**src/rtl/sync_fifo_level_controller.sv**
```systemverilog
// Single-clock FIFO with occupancy level, almost-full/empty flags and sticky error flags.
// Standard (registered read) or first-word-fall-through output, selected by pFwft.
module sync_fifo_level_controller #(
    parameter int    pDataWidth = 8,
    parameter int    pDepth     = 256,
    parameter string pFwft      = "no",
    parameter int    pAfullTh   = pDepth - 4,
    parameter int    pAempTh    = 4,
    localparam int   pAddrWidth = $clog2(pDepth)
) (
    input  logic                  iCLK,
    input  logic                  iARST,
    input  logic                  iFlush,
    input  logic [pDataWidth-1:0] iWd,
    input  logic                  iWe,
    output logic                  oFull,
    output logic                  oAfull,
    input  logic                  iRe,
    output logic [pDataWidth-1:0] oRd,
    output logic                  oRvd,
    output logic                  oEmp,
    output logic                  oAemp,
    output logic [pAddrWidth:0]   oLevel,
    output logic                  oOvf,
    output logic                  oUdf
);

    localparam bit                  cFwft  = (pFwft == "yes");
    localparam logic [pAddrWidth:0] cDepth = (pAddrWidth + 1)'(pDepth);
    localparam logic [pAddrWidth:0] cAfull = (pAddrWidth + 1)'(pAfullTh);
    localparam logic [pAddrWidth:0] cAemp  = (pAddrWidth + 1)'(pAempTh);
    localparam logic [pAddrWidth:0] cOne   = (pAddrWidth + 1)'(1);

    logic [pDataWidth-1:0] mem [pDepth];
    logic [pDataWidth-1:0] rd_q;
    logic [pAddrWidth:0]   wptr, rptr, wptr_q, count, count_nxt;
    logic                  rvd, rvd_nxt, full_r, afull_r, aemp_r, ovf, udf;
    logic                  emp, we_acc, consume, fetch, mem_avail;

    // In fwft mode the prefetch compares against a one-cycle-delayed write
    // pointer, so a fresh word reaches the output register two edges after it
    // is written and the array is never read at an address written the same edge.
    always_comb begin
        emp       = cFwft ? ~rvd : (count == '0);
        mem_avail = (wptr_q != rptr);
        we_acc    = iWe & ~full_r & ~iFlush;
        consume   = iRe & ~emp & ~iFlush;
        fetch     = consume;
        rvd_nxt   = consume;
        if (cFwft) begin
            fetch   = mem_avail & (~rvd | consume) & ~iFlush;
            rvd_nxt = fetch | (rvd & ~consume);
        end
        count_nxt = count;
        if (we_acc && !consume) begin
            count_nxt = count + cOne;
        end else if (!we_acc && consume) begin
            count_nxt = count - cOne;
        end
    end

    always_ff @(posedge iCLK) begin
        if (we_acc) begin
            mem[wptr[pAddrWidth-1:0]] <= iWd;
        end
    end

    always_ff @(posedge iCLK or posedge iARST) begin
        if (iARST) begin
            wptr    <= '0;
            rptr    <= '0;
            wptr_q  <= '0;
            count   <= '0;
            rvd     <= 1'b0;
            rd_q    <= '0;
            full_r  <= 1'b0;
            afull_r <= 1'b0;
            aemp_r  <= 1'b1;
            ovf     <= 1'b0;
            udf     <= 1'b0;
        end else if (iFlush) begin
            wptr    <= '0;
            rptr    <= '0;
            wptr_q  <= '0;
            count   <= '0;
            rvd     <= 1'b0;
            rd_q    <= '0;
            full_r  <= 1'b0;
            afull_r <= 1'b0;
            aemp_r  <= 1'b1;
            ovf     <= 1'b0;
            udf     <= 1'b0;
        end else begin
            if (we_acc) begin
                wptr <= wptr + cOne;
            end
            wptr_q <= wptr;
            if (fetch) begin
                rd_q <= mem[rptr[pAddrWidth-1:0]];
                rptr <= rptr + cOne;
            end
            rvd     <= rvd_nxt;
            count   <= count_nxt;
            full_r  <= (count_nxt == cDepth);
            afull_r <= (count_nxt >= cAfull);
            aemp_r  <= (count_nxt <= cAemp);
            if (iWe && full_r) begin
                ovf <= 1'b1;
            end
            if (iRe && emp) begin
                udf <= 1'b1;
            end
        end
    end

    assign oFull  = full_r;
    assign oAfull = afull_r;
    assign oAemp  = aemp_r;
    assign oEmp   = emp;
    assign oRvd   = rvd;
    assign oRd    = rd_q;
    assign oLevel = count;
    assign oOvf   = ovf;
    assign oUdf   = udf;

endmodule

```
**config.mk**
```make
export PLATFORM = sky130hd
export DESIGN_NAME = sync_fifo_level_controller
export DESIGN_NICKNAME = d
export VERILOG_FILES = /design/src/rtl/sync_fifo_level_controller.sv
export SDC_FILE = /design/constraint.sdc
export NUM_CORES = 2
export LEC_CHECK = 0
export BUFFER_PORTS_ARGS = -buffer_cell sky130_fd_sc_hd__buf_2
export CAP_MARGIN = 20
export CORE_MARGIN = 4
export CORE_UTILIZATION = 44
export DETAILED_ROUTE_END_ITERATION = 16
export SLEW_MARGIN = 20
export SYNTH_ARGS = -nofsm -noshare
export SYNTH_HDL_FRONTEND = slang
export SYNTH_SLANG_ARGS = --single-unit
export TNS_END_PERCENT = 50
```
**constraint.sdc**
```tcl
create_clock -name iCLK -period 3.15 [get_ports iCLK]
set_clock_uncertainty 0.05 [all_clocks]
set_input_delay 0.315 -clock iCLK [delete_from_list [all_inputs] [get_ports iCLK]]
set_output_delay 0.315 -clock iCLK [all_outputs]
set_load 0.005 [all_outputs]
```
[After elaboration in Yosys (flattened, before gate mapping)]
Memory sizes are Yosys's and may differ from the RTL's.
Index checks and enable logic that the tools add are counted.
Operators by class
  $add $sub $neg: 4
  $mul: 0
  div/mod/pow operators: 0
  order comparisons: 2
  equality and inequality tests: 1
  shift operators: 0
  muxes and demuxes: 19
  bitwise logic cells: 7
  reduce and logical (&&, ||, !) cells: 11
Operators by type and width (count)
  2-to-1 mux 9 bit: 7
  adder 9 x 1 -> 9 bit, second input constant: 3
  2-to-1 mux 8 bit: 2
  2-to-1 mux 1 bit: 10
  == test 9 bit, second input constant: 1
  greater-or-equal comparator 9 x 8 -> 1 bit, second input constant: 1
  <= comparator 9 x 3 -> 1 bit, second input constant: 1
  logical NOT 9 bit: 1
  subtractor 9 x 1 -> 9 bit, second input constant: 1
  nonzero test 2 bit: 4
  AND 1 bit: 4
  logical AND 1 bit: 4
  NOT 1 bit: 3
  logical NOT 1 bit: 2
Word-level totals
  register bits after elaboration: 41
  bits in latches: 0
  memory bits (writable): 2048
  memory bits (read-only): 0
  bits of input ports: 13
  output and inout bits: 24
  logic and storage cells: 55
  memories: 1
Memories
  mem: words 256, bits a word 8, rd ports 1, clocked after Yosys merged registers in 0, write ports 1, RTL line 34  | logic [pDataWidth-1:0] mem [pDepth];

[Depth between registers and ports, before layout]
  word-level depth: 9
  mapped depth: 13
  gate-level depth less buffers: 11

[Worst setup path after synthesis]
No wires, ideal clock.
  kind: reg2reg
  start: reg count[0], in the netlist oLevel[0]
  end: reg rd_q[2], in the netlist oRd[2]
  setup time: 0.076 ns
  data arrival time: 2.528 ns
  data required time: 3.024 ns
  slack: 0.496 ns
  cell stages (with the launch flop): 11
  buffers on the path: 1
  clock period less this slack: 2.654 ns
  cell sequence: dfrtp_1 inv_1 ha_1 nor4b_2 a31oi_1 clkbuf_1 o211ai_1 a211o_1 a2111oi_2 nand3_1 o21ai_1
Between the ends
  word-level cells in the longest chain between the ends: 5
RTL lines
  start, declared: RTL line 36  | logic [pAddrWidth:0] wptr, rptr, wptr_q, count, count_nxt;
  start signal, assigned: RTL line 103  | count <= count_nxt;
  logical NOT 9 bit: RTL line 44  | emp = cFwft ? ~rvd : (count == '0);
  NOT 1 bit: RTL line 47  | consume = iRe & ~emp & ~iFlush;
  AND 1 bit (2 in series): RTL line 47
  nonzero test 2 bit (no source line)
  end signal, assigned: RTL line 99  | rd_q <= mem[rptr[pAddrWidth-1:0]];
  end, declared: RTL line 35  | logic [pDataWidth-1:0] rd_q;
Every way passes these cells.
A chain may end at the register's enable or synchronous reset.

[Worst setup path after layout]
  start: reg rptr[1]
  end: reg rd_q[0], in the netlist oRd[0]
Between the ends
  word-level cells in the longest chain between the ends: 3
RTL lines
  start, declared: RTL line 36
  start signal, assigned: RTL line 100  | rptr <= rptr + cOne;
  memory (256 x 8 bit)
  2-to-1 mux 8 bit: RTL line 98  | if (fetch) begin
  2-to-1 mux 8 bit: RTL line 81  | end else if (iFlush) begin
Every way passes these cells. The select of a mux whose other input is x is not followed.

==> metrics.txt <==
initial antenna violation count=11; initial drt markers=5,796; CTS root buf=clkbuf_16; Initial DRT Pass Iterations=5; vias in the first global route=44,000; WS Path Type=reg -> reg; synth unique cells=77; RSZ-0062 raised after global routing=yes; fin crit period=3.15 ns; Critical Path Source Type=register; # nets final=4,821; fill cell count=14,600; crit share post-route=100%; max cap viols=0; row cnt=158; Reg2Reg Setup Slack=-0.002 ns; CP required=3.83 ns; ys async rst share=1.87%; hpwl dp=150,000 um; GRT Total Usage=23.9%; GP Congestion=0.886; Overflow after GRT=0; Max IR drop VDD=0.669 mV; port bufs=36; Max-slew headroom=21.5%; Final Cell Area=97,500 um2; worst reg2reg endpoint=oRd[0]; flops & latches, synth=2,087; Antenna Nets Post-Route=0; DRC errors left=0; CTS clock-pin slew for the worst setup and hold paths=0.06 ns; boundary pin count=37; CTS buffer count=205; CORE AREA=185,000 um2; Core Util, Final=52.6%; Pins Over Slew Limit=0; syn avg cell area=20.0 um2; most frequent cells in the layout=2,048 x edfxtp_1, 596 x buf_4, 410 x mux4_2; dominant synthesized flop cell=edfxtp_1; power per cell area=689 nW/um2; final hold viol count=0; fmax=0.317 GHz; clock latency on the worst-skew pair=0.85 ns; Worst setup EP type=register; setup slack at placement=-0.629 ns; Yosys warning total=0; HP Start=iWd[2]; clk buf depth=3; sequential fraction of the synthesis area=76.1%; Post-Syn Instances=4,107; area grow syn2layout=18.7%; vias per cell=5.97; Die Wd=440 um; Worst Hold Class=in -> reg; violated checks=setup timing; Worst Hold Path Cells=1; share of cells above drive strength 1=30.6%; commonest non-fill, non-tap cell in the layout=edfxtp_1; initial core utilization=44.3%; DR vias=44,500; DP Area=90,000 um2; H-tree depth=4; CTS tree=done; CP max FO=24; largest net degree at the start of global routing=125; actual slew at the worst max-slew pin=1.18 ns; syn_nets=4,127; Post-Syn Area=82,100 um2; total wire length=233,000 um; final worst setup slack=-0.00205 ns; die area=194,000 um2; Setup violations, final=1; Total Power=67.2 mW; Hold EP=mem[126][2]; reg2reg path depth=8; Post-synth EDFFs=2,048; first-pass GRT wire length=331,000 um; wire per inst=31.2 um; CTS sink count=2,087; Leak=31.2 nW; Final TNS setup=-0.00205 ns; Critical Path AT=3.83 ns; status=complete, but fails checks; origin of the critical flop-to-flop path=rptr[1]; die height=440 um
-- registers in the layout, summed over array words and instances (netlist names) --
| signal | flops |
|---|---|
| oAemp | 1 |
| oAfull | 1 |
| oLevel | 9 |
| mem | 2048 |
| oUdf | 1 |
| oRd | 8 |
| wptr | 8 |
| rptr | 8 |
| oFull | 1 |
| oRvd | 1 |
| oOvf | 1 |
-- synthesized netlist by cell type (11+ instances only) --
library cell | number | area (um2)
mux4_1 | 12 | 315
clkbuf_1 | 101 | 379
a31oi_1 | 11 | 68.8
nand4_1 | 12 | 75.1
nand2_1 | 141 | 529
nor3_1 | 38 | 190
mux2i_1 | 218 | 2180
or3_1 | 12 | 75.1
a221oi_1 | 15 | 131
o221ai_1 | 44 | 385
nand2b_1 | 18 | 113
buf_2 | 48 | 240
nand3_1 | 58 | 290
buf_6 | 31 | 349
edfxtp_1 | 2048 | 61500
mux4_2 | 410 | 9230
buf_1 | 16 | 60.1
buf_8 | 17 | 255
a311oi_1 | 11 | 96.3
xnor2_1 | 11 | 96.3
nor4_1 | 14 | 87.6
a22oi_1 | 37 | 278
and3_1 | 15 | 93.8
nor2_1 | 329 | 1230
o22ai_1 | 82 | 513
a211oi_1 | 12 | 90.1
mux2_2 | 27 | 304
dfrtp_1 | 38 | 951
buf_4 | 28 | 210
a21oi_1 | 66 | 330
nor2b_1 | 22 | 138
o21ai_0 | 32 | 160
-- worst max path at each step --
stage,cells after the start,startpoint,slack [ns],endpoint
2_1_floorplan,10,oLevel[0],0.50,oRd[2]
3_3_place_gp,9,rptr[0],-0.55,oRd[0]
3_5_place_dp,9,rptr[0],-0.63,oRd[0]
4_1_cts,10,rptr[0],-0.002,oRd[0]
5_1_grt,8,rptr[1],-0.06,oRd[0]
6_report,8,rptr[1],-0.002,oRd[0]
-- layout make-up --
class | count | area (um2) | share of cell area, %
antenna | 2 | 5.00 | 0.00513
sequential | 2087 | 62500 | 64.1
multi-input combinational | 1760 | 18300 | 18.8
timing repair buffer | 735 | 6780 | 6.95
tap | 2480 | 3100 | 3.18
clock inverter | 124 | 1380 | 1.41
clock buffer | 256 | 5370 | 5.51
inverter | 12 | 48.8 | 0.0501
-- cell families (layout without fill, tap and decap cells) --
family,after synthesis,after routing,share of synthesized area [%]
AOI/OAI and AO/OA,371,371,3.15
xor gates and xnor gates,20,20,0.213
adders and majority gates,7,7,0.107
buffers and inverters,260,1127,2.00
DFF,2087,2087,76.1
muxes,667,667,14.7
other,0,2,0
and+or+nand+nor,695,695,3.78
-- worst max-delay path, stage by stage (launching register included) --
cell and delay [ns]:
dfrtp_4 0.54, buf_12 0.26, buf_4 0.25, mux4_2 0.53, mux2i_1 0.20, o22ai_1 0.17, or4_4 0.61, o21ai_4 0.27
o41ai_1 0.13
-- power breakdown --
part	leakage [nW]	total, mW	internal, mW	switching (mW)
clock	3.29	24.6	14.0	10.5
combinational	8.99	11.8	5.89	5.95
sequential	18.9	30.7	30.6	0.165
-- repair_timing --
action	CTS	global route
pin swaps	2	7
setup endpoints to repair	8	8
hold buffers	9	0
resized for setup	21	30
hold endpoints to repair	141	0
setup buffers	4	8
cloned	1	7
-- routing by layer --
| metal | share of wire [%] | GRT usage (%) |
|---|---|---|
| met3 | 8.8 | 4.22 |
| met1 | 40 | 34.1 |
| met5 | 0 | 0 |
| met4 | 4.2 | 9.56 |
| met2 | 47 | 36.9 |
-- through the flow --
stage / hold WS (ns) / cells
after floorplan: 0.364 / 4107
after global placement: 0.428 / 7045
after detailed placement: 0.454 / 7045
after CTS: 0.00556 / 7439
after global routing: 0.0358 / 7454
final: 0.0250 / 7456
Note: power is estimated with default switching activity, not from simulation.
